`src/rtl/program_counter_fetch_pkg.sv`:
```
// Shared types and widths for the instruction fetch unit.
package program_counter_fetch_pkg;

  localparam int unsigned PC_WIDTH       = 32;
  localparam int unsigned INSTR_WIDTH    = 32;
  localparam int unsigned WAIT_CNT_WIDTH = 8;

  typedef enum logic [2:0] {
    IDLE,
    REQ,
    HOLD,
    HALT,
    ERROR
  } fetch_state_t;

  function automatic logic [PC_WIDTH-1:0] word_align(input logic [PC_WIDTH-1:0] addr);
    return {addr[PC_WIDTH-1:2], 2'b00};
  endfunction

endpackage

```
`src/rtl/program_counter_fetch_if.sv`:
```
// Instruction memory request/acknowledge bus between the fetch unit and memory.
interface program_counter_fetch_if;
  import program_counter_fetch_pkg::*;

  logic                   Imem_Req;
  logic [PC_WIDTH-1:0]    Imem_Addr;
  logic                   Imem_Ack;
  logic [INSTR_WIDTH-1:0] Imem_Data;

  modport master (output Imem_Req, Imem_Addr, input Imem_Ack, Imem_Data);
  modport slave  (input Imem_Req, Imem_Addr, output Imem_Ack, Imem_Data);

endinterface

```
`src/rtl/program_counter_fetch_wait_timer.sv`:
```
// Counts unacknowledged request cycles; expired flags the last permitted cycle.
module fetch_wait_timer
  import program_counter_fetch_pkg::*;
#(
  parameter int unsigned WAIT_LIMIT = 16
) (
  input  logic clk,
  input  logic rst_n,
  input  logic clear,
  input  logic count_en,
  output logic expired
);

  localparam logic [WAIT_CNT_WIDTH-1:0] LAST = WAIT_CNT_WIDTH'(WAIT_LIMIT - 1);

  logic [WAIT_CNT_WIDTH-1:0] count_q;

  always_ff @(posedge clk or negedge rst_n) begin
    if (!rst_n) begin
      count_q <= '0;
    end else if (clear) begin
      count_q <= '0;
    end else if (count_en) begin
      count_q <= count_q + WAIT_CNT_WIDTH'(1);
    end
  end

  // Asserted during the cycle whose missing ack brings the count to WAIT_LIMIT.
  assign expired = count_en && (count_q == LAST);

endmodule

```
`src/rtl/program_counter_fetch.sv`:
```
// Program counter and instruction fetch FSM (IDLE/REQ/HOLD/HALT/ERROR).
// Optional build macro PC_ALIGN_CHECK_EN: misaligned New_PC in HOLD raises Fetch_Error.
module program_counter_fetch
  import program_counter_fetch_pkg::*;
#(
  parameter logic [PC_WIDTH-1:0] RESET_PC   = 32'h0000_0000,
  parameter int unsigned         WAIT_LIMIT = 16
) (
  input  logic                   Clk,
  input  logic                   Rst_n,
  input  logic [PC_WIDTH-1:0]    New_PC,
  input  logic                   Stall,
  input  logic                   Halt_Req,
  program_counter_fetch_if.master imem,
  output logic [PC_WIDTH-1:0]    PC,
  output logic [PC_WIDTH-1:0]    PC_Plus_4,
  output logic [INSTR_WIDTH-1:0] Instruction,
  output logic                   Instr_Valid,
  output logic                   Halted,
  output logic                   Fetch_Error
);

  fetch_state_t           state;
  logic [PC_WIDTH-1:0]    pc_q;
  logic [INSTR_WIDTH-1:0] instr_q;
  logic                   valid_q;
  logic                   req_q;
  logic                   halted_q;
  logic                   error_q;
  logic                   timeout;
  logic                   align_fault;

`ifdef PC_ALIGN_CHECK_EN
  assign align_fault = (New_PC[1:0] != 2'b00);
`else
  assign align_fault = 1'b0;
`endif

  fetch_wait_timer #(.WAIT_LIMIT(WAIT_LIMIT)) u_wait_timer (
    .clk      (Clk),
    .rst_n    (Rst_n),
    .clear    (state != REQ),
    .count_en ((state == REQ) && !imem.Imem_Ack),
    .expired  (timeout)
  );

  always_ff @(posedge Clk or negedge Rst_n) begin
    if (!Rst_n) begin
      state    <= IDLE;
      pc_q     <= RESET_PC;
      instr_q  <= '0;
      valid_q  <= 1'b0;
      req_q    <= 1'b0;
      halted_q <= 1'b0;
      error_q  <= 1'b0;
    end else begin
      case (state)
        IDLE: begin
          req_q <= 1'b1;
          state <= REQ;
        end
        REQ: begin
          // Ack takes priority over a simultaneous timeout.
          if (imem.Imem_Ack) begin
            instr_q <= imem.Imem_Data;
            valid_q <= 1'b1;
            req_q   <= 1'b0;
            state   <= HOLD;
          end else if (timeout) begin
            req_q   <= 1'b0;
            error_q <= 1'b1;
            state   <= ERROR;
          end
        end
        HOLD: begin
          if (!Stall) begin
            valid_q <= 1'b0;
            if (align_fault) begin
              error_q <= 1'b1;
              state   <= ERROR;
            end else begin
              pc_q <= word_align(New_PC);
              if (Halt_Req) begin
                halted_q <= 1'b1;
                state    <= HALT;
              end else begin
                req_q <= 1'b1;
                state <= REQ;
              end
            end
          end
        end
        HALT, ERROR: ;
        default: state <= IDLE;
      endcase
    end
  end

  assign imem.Imem_Req  = req_q;
  assign imem.Imem_Addr = pc_q;
  assign PC             = pc_q;
  assign PC_Plus_4      = pc_q + PC_WIDTH'(4);
  assign Instruction    = instr_q;
  assign Instr_Valid    = valid_q;
  assign Halted         = halted_q;
  assign Fetch_Error    = error_q;

endmodule

```
`src/flat_wrapper.sv`:
```
// flat-port wrapper written by rule: the top's interface ports become plain ports
module program_counter_fetch_flat import program_counter_fetch_pkg::*;
#(
  parameter logic [PC_WIDTH-1:0] RESET_PC   = 32'h0000_0000,
  parameter int unsigned         WAIT_LIMIT = 16
)
  (Clk, Rst_n, New_PC, Stall, Halt_Req, PC, PC_Plus_4, Instruction, Instr_Valid, Halted, Fetch_Error, imem_Imem_Req, imem_Imem_Addr, imem_Imem_Ack, imem_Imem_Data);
  program_counter_fetch_if imem_i ();
  input  logic Clk;
  input  logic Rst_n;
  input  logic [PC_WIDTH-1:0] New_PC;
  input  logic Stall;
  input  logic Halt_Req;
  output logic [PC_WIDTH-1:0] PC;
  output logic [PC_WIDTH-1:0] PC_Plus_4;
  output logic [INSTR_WIDTH-1:0] Instruction;
  output logic Instr_Valid;
  output logic Halted;
  output logic Fetch_Error;
  output wire logic [$bits(imem_i.Imem_Req)-1:0] imem_Imem_Req;
  output wire logic [$bits(imem_i.Imem_Addr)-1:0] imem_Imem_Addr;
  input wire logic [$bits(imem_i.Imem_Ack)-1:0] imem_Imem_Ack;
  input wire logic [$bits(imem_i.Imem_Data)-1:0] imem_Imem_Data;
  assign imem_Imem_Req = imem_i.Imem_Req;
  assign imem_Imem_Addr = imem_i.Imem_Addr;
  assign imem_i.Imem_Ack = imem_Imem_Ack;
  assign imem_i.Imem_Data = imem_Imem_Data;
  program_counter_fetch #(.RESET_PC(RESET_PC), .WAIT_LIMIT(WAIT_LIMIT)) u_core (.Clk(Clk), .Rst_n(Rst_n), .New_PC(New_PC), .Stall(Stall), .Halt_Req(Halt_Req), .imem(imem_i), .PC(PC), .PC_Plus_4(PC_Plus_4), .Instruction(Instruction), .Instr_Valid(Instr_Valid), .Halted(Halted), .Fetch_Error(Fetch_Error));
endmodule
```
`config.mk`:
```
export PLATFORM = sky130hd
export DESIGN_NAME = program_counter_fetch_flat
export DESIGN_NICKNAME = d
export VERILOG_FILES = /design/src/rtl/program_counter_fetch_pkg.sv /design/src/rtl/program_counter_fetch_if.sv /design/src/rtl/program_counter_fetch_wait_timer.sv /design/src/rtl/program_counter_fetch.sv /design/src/flat_wrapper.sv
export SDC_FILE = /design/constraint.sdc
export NUM_CORES = 1
export LEC_CHECK = 0
export CAP_MARGIN = 25
export CORE_ASPECT_RATIO = 2
export CORE_MARGIN = 2
export CORE_UTILIZATION = 43
export DETAILED_ROUTE_END_ITERATION = 6
export GPL_ROUTABILITY_DRIVEN = 0
export PLACE_DENSITY = 0.86
export SLEW_MARGIN = 40
export SYNTH_ARGS = -nofsm -noshare
export SYNTH_HDL_FRONTEND = slang
export SYNTH_HIERARCHICAL = 1
export SYNTH_SLANG_ARGS = --single-unit
```
`constraint.sdc`:
```
create_clock -name Clk -period 3.6 [get_ports Clk]
set_clock_uncertainty 0.1 [all_clocks]
set_input_delay 0.36 -clock Clk [delete_from_list [all_inputs] [get_ports Clk]]
set_output_delay 0.36 -clock Clk [all_outputs]
set_load 0.02 [all_outputs]
```
==> results of run 1 <==
cells by family after synthesis:
kind of cell	Yosys count	share of synthesized area
adders and majority gates	2	0.006411
buffers and inverters	52	0.09811
DFF	77	0.4937
other	1	0.0009609
xor gates and xnor gates	32	0.07182
and+or+nand+nor	80	0.1238
muxes	60	0.1728
AOI/OAI and AO/OA	20	0.03238
per-stage QoR:
step / util / cells / area [um^2]
6_report: 0.6754 / 597 / 6005
5_1_grt: 0.6754 / 597 / 6005
4_1_cts: 0.6754 / 597 / 6005
3_5_place_dp: 0.6334 / 580 / 5630
3_3_place_gp: 0.6329 / 580 / 5627
2_1_floorplan: - / 329 / 3921
routing by layer:
metal	vias up	global-route usage
met1	1546	0.2106
met3	34	0.04215
li1	1421	-
met4	0	0.1331
met2	155	0.3830
met5	-	0
worst max-delay path by stage:
stage	endpoint	slack (ns)	cells after the start
after global placement	PC_Plus_4[14]	0.84	6
after floorplan	PC_Plus_4[14]	1.35	5
after CTS	PC_Plus_4[26]	0.38	5
final	PC_Plus_4[26]	0.41	5
after global routing	PC_Plus_4[26]	0.23	5
after detailed placement	PC_Plus_4[26]	0.74	5
synth_stat cells, types with 2 or more instances:
library cell / count / area share
buf_4: 38 / 0.073
a21oi_1: 5 / 0.0064
inv_1: 7 / 0.0067
nand2_1: 12 / 0.012
and4_1: 3 / 0.0067
nor4_1: 2 / 0.0032
mux2_2: 56 / 0.16
a21o_1: 2 / 0.0038
xnor2_1: 25 / 0.056
and3_1: 4 / 0.0064
dfrtp_1: 77 / 0.49
mux2_1: 3 / 0.0087
xor2_1: 7 / 0.016
buf_6: 6 / 0.017
ha_1: 2 / 0.0064
nand4_1: 12 / 0.019
or3_1: 2 / 0.0032
nor2_1: 14 / 0.013
nand3_1: 18 / 0.023
o21ai_0: 7 / 0.0090
worst max-delay path: cells and delay by family, from the launching register on:
family	cells	cell delay, ns
DFF	1	0.47
buffers and inverters	1	0.64
and+or+nand+nor	3	1.08
xor gates and xnor gates	1	0.20
timing repair:
| action | in CTS | in global routing |
|---|---|---|
| endpoints found under the hold margin | 54 | 0 |
| buffers inserted | 0 | 0 |
| hold buffers | 1 | 0 |
cell type report:
cell class / instances / area, um^2 / area share
Clock inverter: 6 / 135.1 / 0.02250
Multi-Input combinational cell: 200 / 1612 / 0.2684
Timing Repair Buffer: 195 / 1948 / 0.3244
Sequential cell: 77 / 1927 / 0.3209
Inverter: 7 / 26.28 / 0.004376
Clock buffer: 10 / 229.0 / 0.03813
Tap cell: 102 / 127.6 / 0.02125
state kept, by name (all words and copies together), names as in the netlist:
name,flops
u_core/u_wait_timer/count_q,8
u_core/imem.Imem_Req,1
u_core/Instruction,32
u_core/Halted,1
u_core/Instr_Valid,1
u_core/Fetch_Error,1
u_core/PC,30
u_core/state,3
power breakdown:
part	switching (mW)	total (mW)	internal, mW
combinational	0.645	1.37	0.722
sequential	0.182	1.20	1.02
clock	0.351	1.10	0.748
==> run_results.csv, run 1 <==
group,metric,value,unit
timing,max_freq,313.4,MHz
floorplanning,die-area,9900,um^2
synthesis,postSynthAreaPerCell,12.04,um^2
critical_path,worst-r2r-cell-count,6,
routing,wl,10140,um
routing,highest_layer,"met4",
critical_path,cp-end-kind,"output port",
critical_path,cp_slowest_cell,"clkdlybuf4s50_1",
critical_path,path_max_fanout,8,
routing,first_iter_violations,156,
timing,maxSlewViolCount,0,
floorplanning,fp-row-count,49,
global_route,grt_pass1_wl,16390,um
floorplanning,boundaryPins,201,
cts,cts_resized,0,
final_layout,syn_to_final_growth,53.86,%
hold_path,min-delay-start,"u_core/Fetch_Error",
final_layout,drive_above_1_share,0.1677,
timing,setup_viol,0,
final_layout,layout_common_cells,"clkdlybuf4s50_1 (191), dfrtp_1 (77), mux2_2 (56), xnor2_1 (25), nand3_1 (18)",
timing,period_minus_slack,3.191,ns
routing,ant_nets,0,
synthesis,syn_inst,324,
final_layout,antennaDiodeCount,0,
floorplanning,die_x,71.37,um
synthesis,synth_flop_cell,"dfrtp_1",
timing,hold_viol_final,0,
placement,pre_cts_ws,0.7433,ns
floorplanning,core-area,8890,um^2
critical_path,timing.rr.end,"u_core/u_wait_timer/count_q[7]",
routing,wl_met3,604,um
timing,setup_tns,0,ns
critical_path,worstSetupStartpointType,"flip-flop",
hold_path,min_to,"u_core/Fetch_Error",
synthesis,yosys.cell_types.count,42,
timing,setup_ws,0.4091,ns
cts,clkSlewWorstSetupHoldPaths,0.06,ns
power,p_leak,2.483,nW
timing,fin_crit_sh,0.8864,
placement,dp_hpwl,7756,um
final_layout,fillers,664,
global_route,antenna_found_initial,0,
global_route,overflow,0,
hold_path,hp-class,"flip-flop to flip-flop",
cts,cts_root_buffer,"clkbuf_16",
placement,port_buffers,192,
critical_path,critPathKind,"flip-flop to output port",
synthesis,yosysSeqAreaShare,0.4937,
synthesis,async_reset_ff_frac,1.000,
routing,drc,0,
cts,cts.htree.levels,3,
timing,holdWs,0.3621,ns
floorplanning,die_h,138.7,um
cts,cts_made_buffers,9,
cts,clock_path_buffers,2,
routing,wl_per_cell,16.98,um
routing,viasPerCell,5.286,
timing,worstMarginPinSlew,0.7120,ns
global_route,grt_max_degree,78,
synthesis,syn_area,3902,um^2
flow_run,maxCapViolCount,0,
critical_path,critical_path.max_stage_delay,0.64,ns
final_layout,layout.nets,561,
global_route,track_usage,0.2112,
critical_path,required,3.14,ns
power,p_per_area,610.3,nW/um^2
critical_path,r2r_start,"u_core/state[2]",
timing,relSlewSlack,0.5253,
cts,clk_latency,0.32,ns
synthesis,ys_ff_latch,77,
critical_path,arrival,2.73,ns
critical_path,r2r_slack,1.13,ns
power,peakVddDrop,0.3417,mV
cts,cts_sinks,77,
synthesis,synth_edf_count,0,
timing,rsz0062_at_grt,"no",
routing,wl_met2,5725,um
power,p_total,3.665,mW
critical_path,startpoint,"u_core/PC[11]",
run_status,status,"completed",
routing,first_pass_iters,4,
routing,via_count,3156,
hold_path,hold_depth,1,
floorplanning,start_util,0.4390,
cts,cts_tree,"built",
final_layout,layout_commonest_cell,"clkdlybuf4s50_1",
routing,drt-met1-wl,3320,um
synthesis,yosysWarnings,6,
global_route,grt_pass1_vias,3296,
critical_path,crit_chain,"nand4_1 -> nor4_2 -> nand3_1 -> xnor2_1 -> clkdlybuf4s50_1",
No activity file was read; power rests on OpenSTA's default activity.
==> run 2, diff against run 1 <==
- SLEW_MARGIN: 40 -> 5
==> run 2 against run 1 <==
Total power rose by 2.6%. Register-to-register slack about the same. Clock power rose by 8%. Critical path depth increased by 1. Sequential cell count is the same. Hold slack worse by 0.0044 ns. Setup slack got worse by 0.050 ns. Critical path type unchanged. Critical endpoint unchanged. Largest power group unchanged.
==> run_results.csv, run 2 (same netlist as run 1, synthesis figures left out) <==
group,metric,value,unit
run_status,status,"completed",
timing,worstMarginPinSlew,0.5392,ns
power,p_per_area,620.6,nW/um^2
final_layout,layout_common_cells,"clkdlybuf4s50_1 (191), dfrtp_1 (77), mux2_2 (56), xnor2_1 (25), nand3_1 (18)",
critical_path,critPathKind,"flip-flop to output port",
cts,clock_path_buffers,2,
global_route,overflow,0,
final_layout,antennaDiodeCount,0,
floorplanning,die_x,71.37,um
critical_path,critical_path.max_stage_delay,0.64,ns
power,p_leak,2.515,nW
cts,clkSlewWorstSetupHoldPaths,0.06,ns
floorplanning,core-area,8890,um^2
final_layout,largest_reg_flops,32,
placement,port_buffers,192,
global_route,grt_pass1_vias,3304,
routing,ant_nets,0,
critical_path,cp-end-kind,"output port",
critical_path,cp_slowest_cell,"clkdlybuf4s50_1",
timing,rsz0062_at_grt,"no",
cts,clk_latency,0.33,ns
timing,relSlewSlack,0.6392,
critical_path,required,3.14,ns
cts,cts_tree,"built",
final_layout,layout_commonest_cell,"clkdlybuf4s50_1",
final_layout,drive_above_1_share,0.1714,
critical_path,arrival,2.78,ns
timing,setup_tns,0,ns
cts,hold_buffers,0,
floorplanning,start_util,0.4390,
final_layout,design_area,6061,um^2
power,peakVddDrop,0.3692,mV
timing,fin_crit_sh,0.9003,
routing,wl_per_cell,17.08,um
global_route,antenna_found_initial,0,
global_route,track_usage,0.2100,
critical_path,worst-r2r-cell-count,6,
routing,first_iter_violations,150,
final_layout,layout.nets,562,
cts,cts_made_buffers,9,
global_route,grt_max_degree,78,
critical_path,worstSetupStartpointType,"flip-flop",
routing,wl,10210,um
timing,hold_viol_final,0,
floorplanning,die-area,9900,um^2
placement,place_area,5627,um^2
routing,first_pass_iters,4,
cts,cts_root_buffer,"clkbuf_16",
global_route,grt_pass1_wl,16440,um
timing,maxSlewViolCount,0,
timing,setup_viol,0,
hold_path,hp-class,"primary input to async pin",
cts,cts_resized,0,
cts,cts_sinks,77,
final_layout,syn_to_final_growth,55.31,%
cts,cts.htree.levels,3,
routing,drc,0,
final_layout,final_util,0.6818,
cts,post_cts_buffers,0,
floorplanning,fp-row-count,49,
routing,viasPerCell,5.291,
routing,via_count,3164,
floorplanning,boundaryPins,201,
timing,max_freq,308.5,MHz
critical_path,crit_chain,"ha_1 -> nand4_1 -> nor2_2 -> nand3_1 -> xnor2_1 -> clkdlybuf4s50_1",
placement,dp_hpwl,7757,um
timing,period_minus_slack,3.241,ns
flow_run,maxCapViolCount,0,
critical_path,path_max_fanout,10,
floorplanning,die_h,138.7,um
run 2: cell type report:
cell class	instances	area, um^2
fillers	658	2829
repair buffers	196	1972
clock inverters	6	157.7
flip-flops and latches	77	1927
well taps	102	127.6
multi-input cells	200	1612
clock buffers	10	239.0
inverters	7	26.28
run 2: per-stage QoR:
| stage | instances | hold slack (ns) | worst slack [ns] | power (mW) |
|---|---|---|---|---|
| after CTS | 596 | 0.1314 | 0.3783 | 3.793 |
| after global routing | 598 | 0.3814 | 0.2158 | 3.905 |
| after detailed placement | 580 | 0.3475 | 0.7420 | 2.591 |
| final | 598 | 0.3578 | 0.3589 | 3.761 |
| after global placement | 580 | 0.3432 | 0.8409 | 2.555 |
| after floorplan | 329 | -0.03559 | 1.348 | 1.906 |
run 2: final timing paths:
kind                                             endpoint             from  slack (ns)
hold / removal                         u_core/Instr_Valid            Rst_n        0.36
min in group Clk                            u_core/Halted    u_core/Halted        0.36
hold reg to reg                             u_core/Halted    u_core/Halted        0.36
setup reg to reg           u_core/u_wait_timer/count_q[7]  u_core/state[2]        1.12
setup / recovery                            PC_Plus_4[26]     u_core/PC[2]        0.36
max in group asynchronous                    u_core/PC[6]            Rst_n        2.47
run 2: worst max-delay path, delay by kind of cell, from the launching register on:
kind                       cells  cell delay (ns)
and+or+nand+nor                3             0.80
buffers and inverters          1             0.64
DFF                            1             0.50
adders and majority gates      1             0.31
xor gates and xnor gates       1             0.20
run 2: where the power goes:
part           leakage [nW]  internal, mW  switching [mW]
Sequential            0.977          1.02           0.181
Combinational          1.35         0.725           0.646
Clock                 0.189         0.837           0.355
Total                  2.51          2.58            1.18
run 2: per-layer routing:
layer / up-vias / part of all wire / global-route usage
li1: 1419 / - / -
met1: 1552 / 0.33 / 0.2116
met2: 157 / 0.57 / 0.3840
met3: 36 / 0.059 / 0.03924
met4: 0 / 0.047 / 0.1251
met5: - / 0 / 0
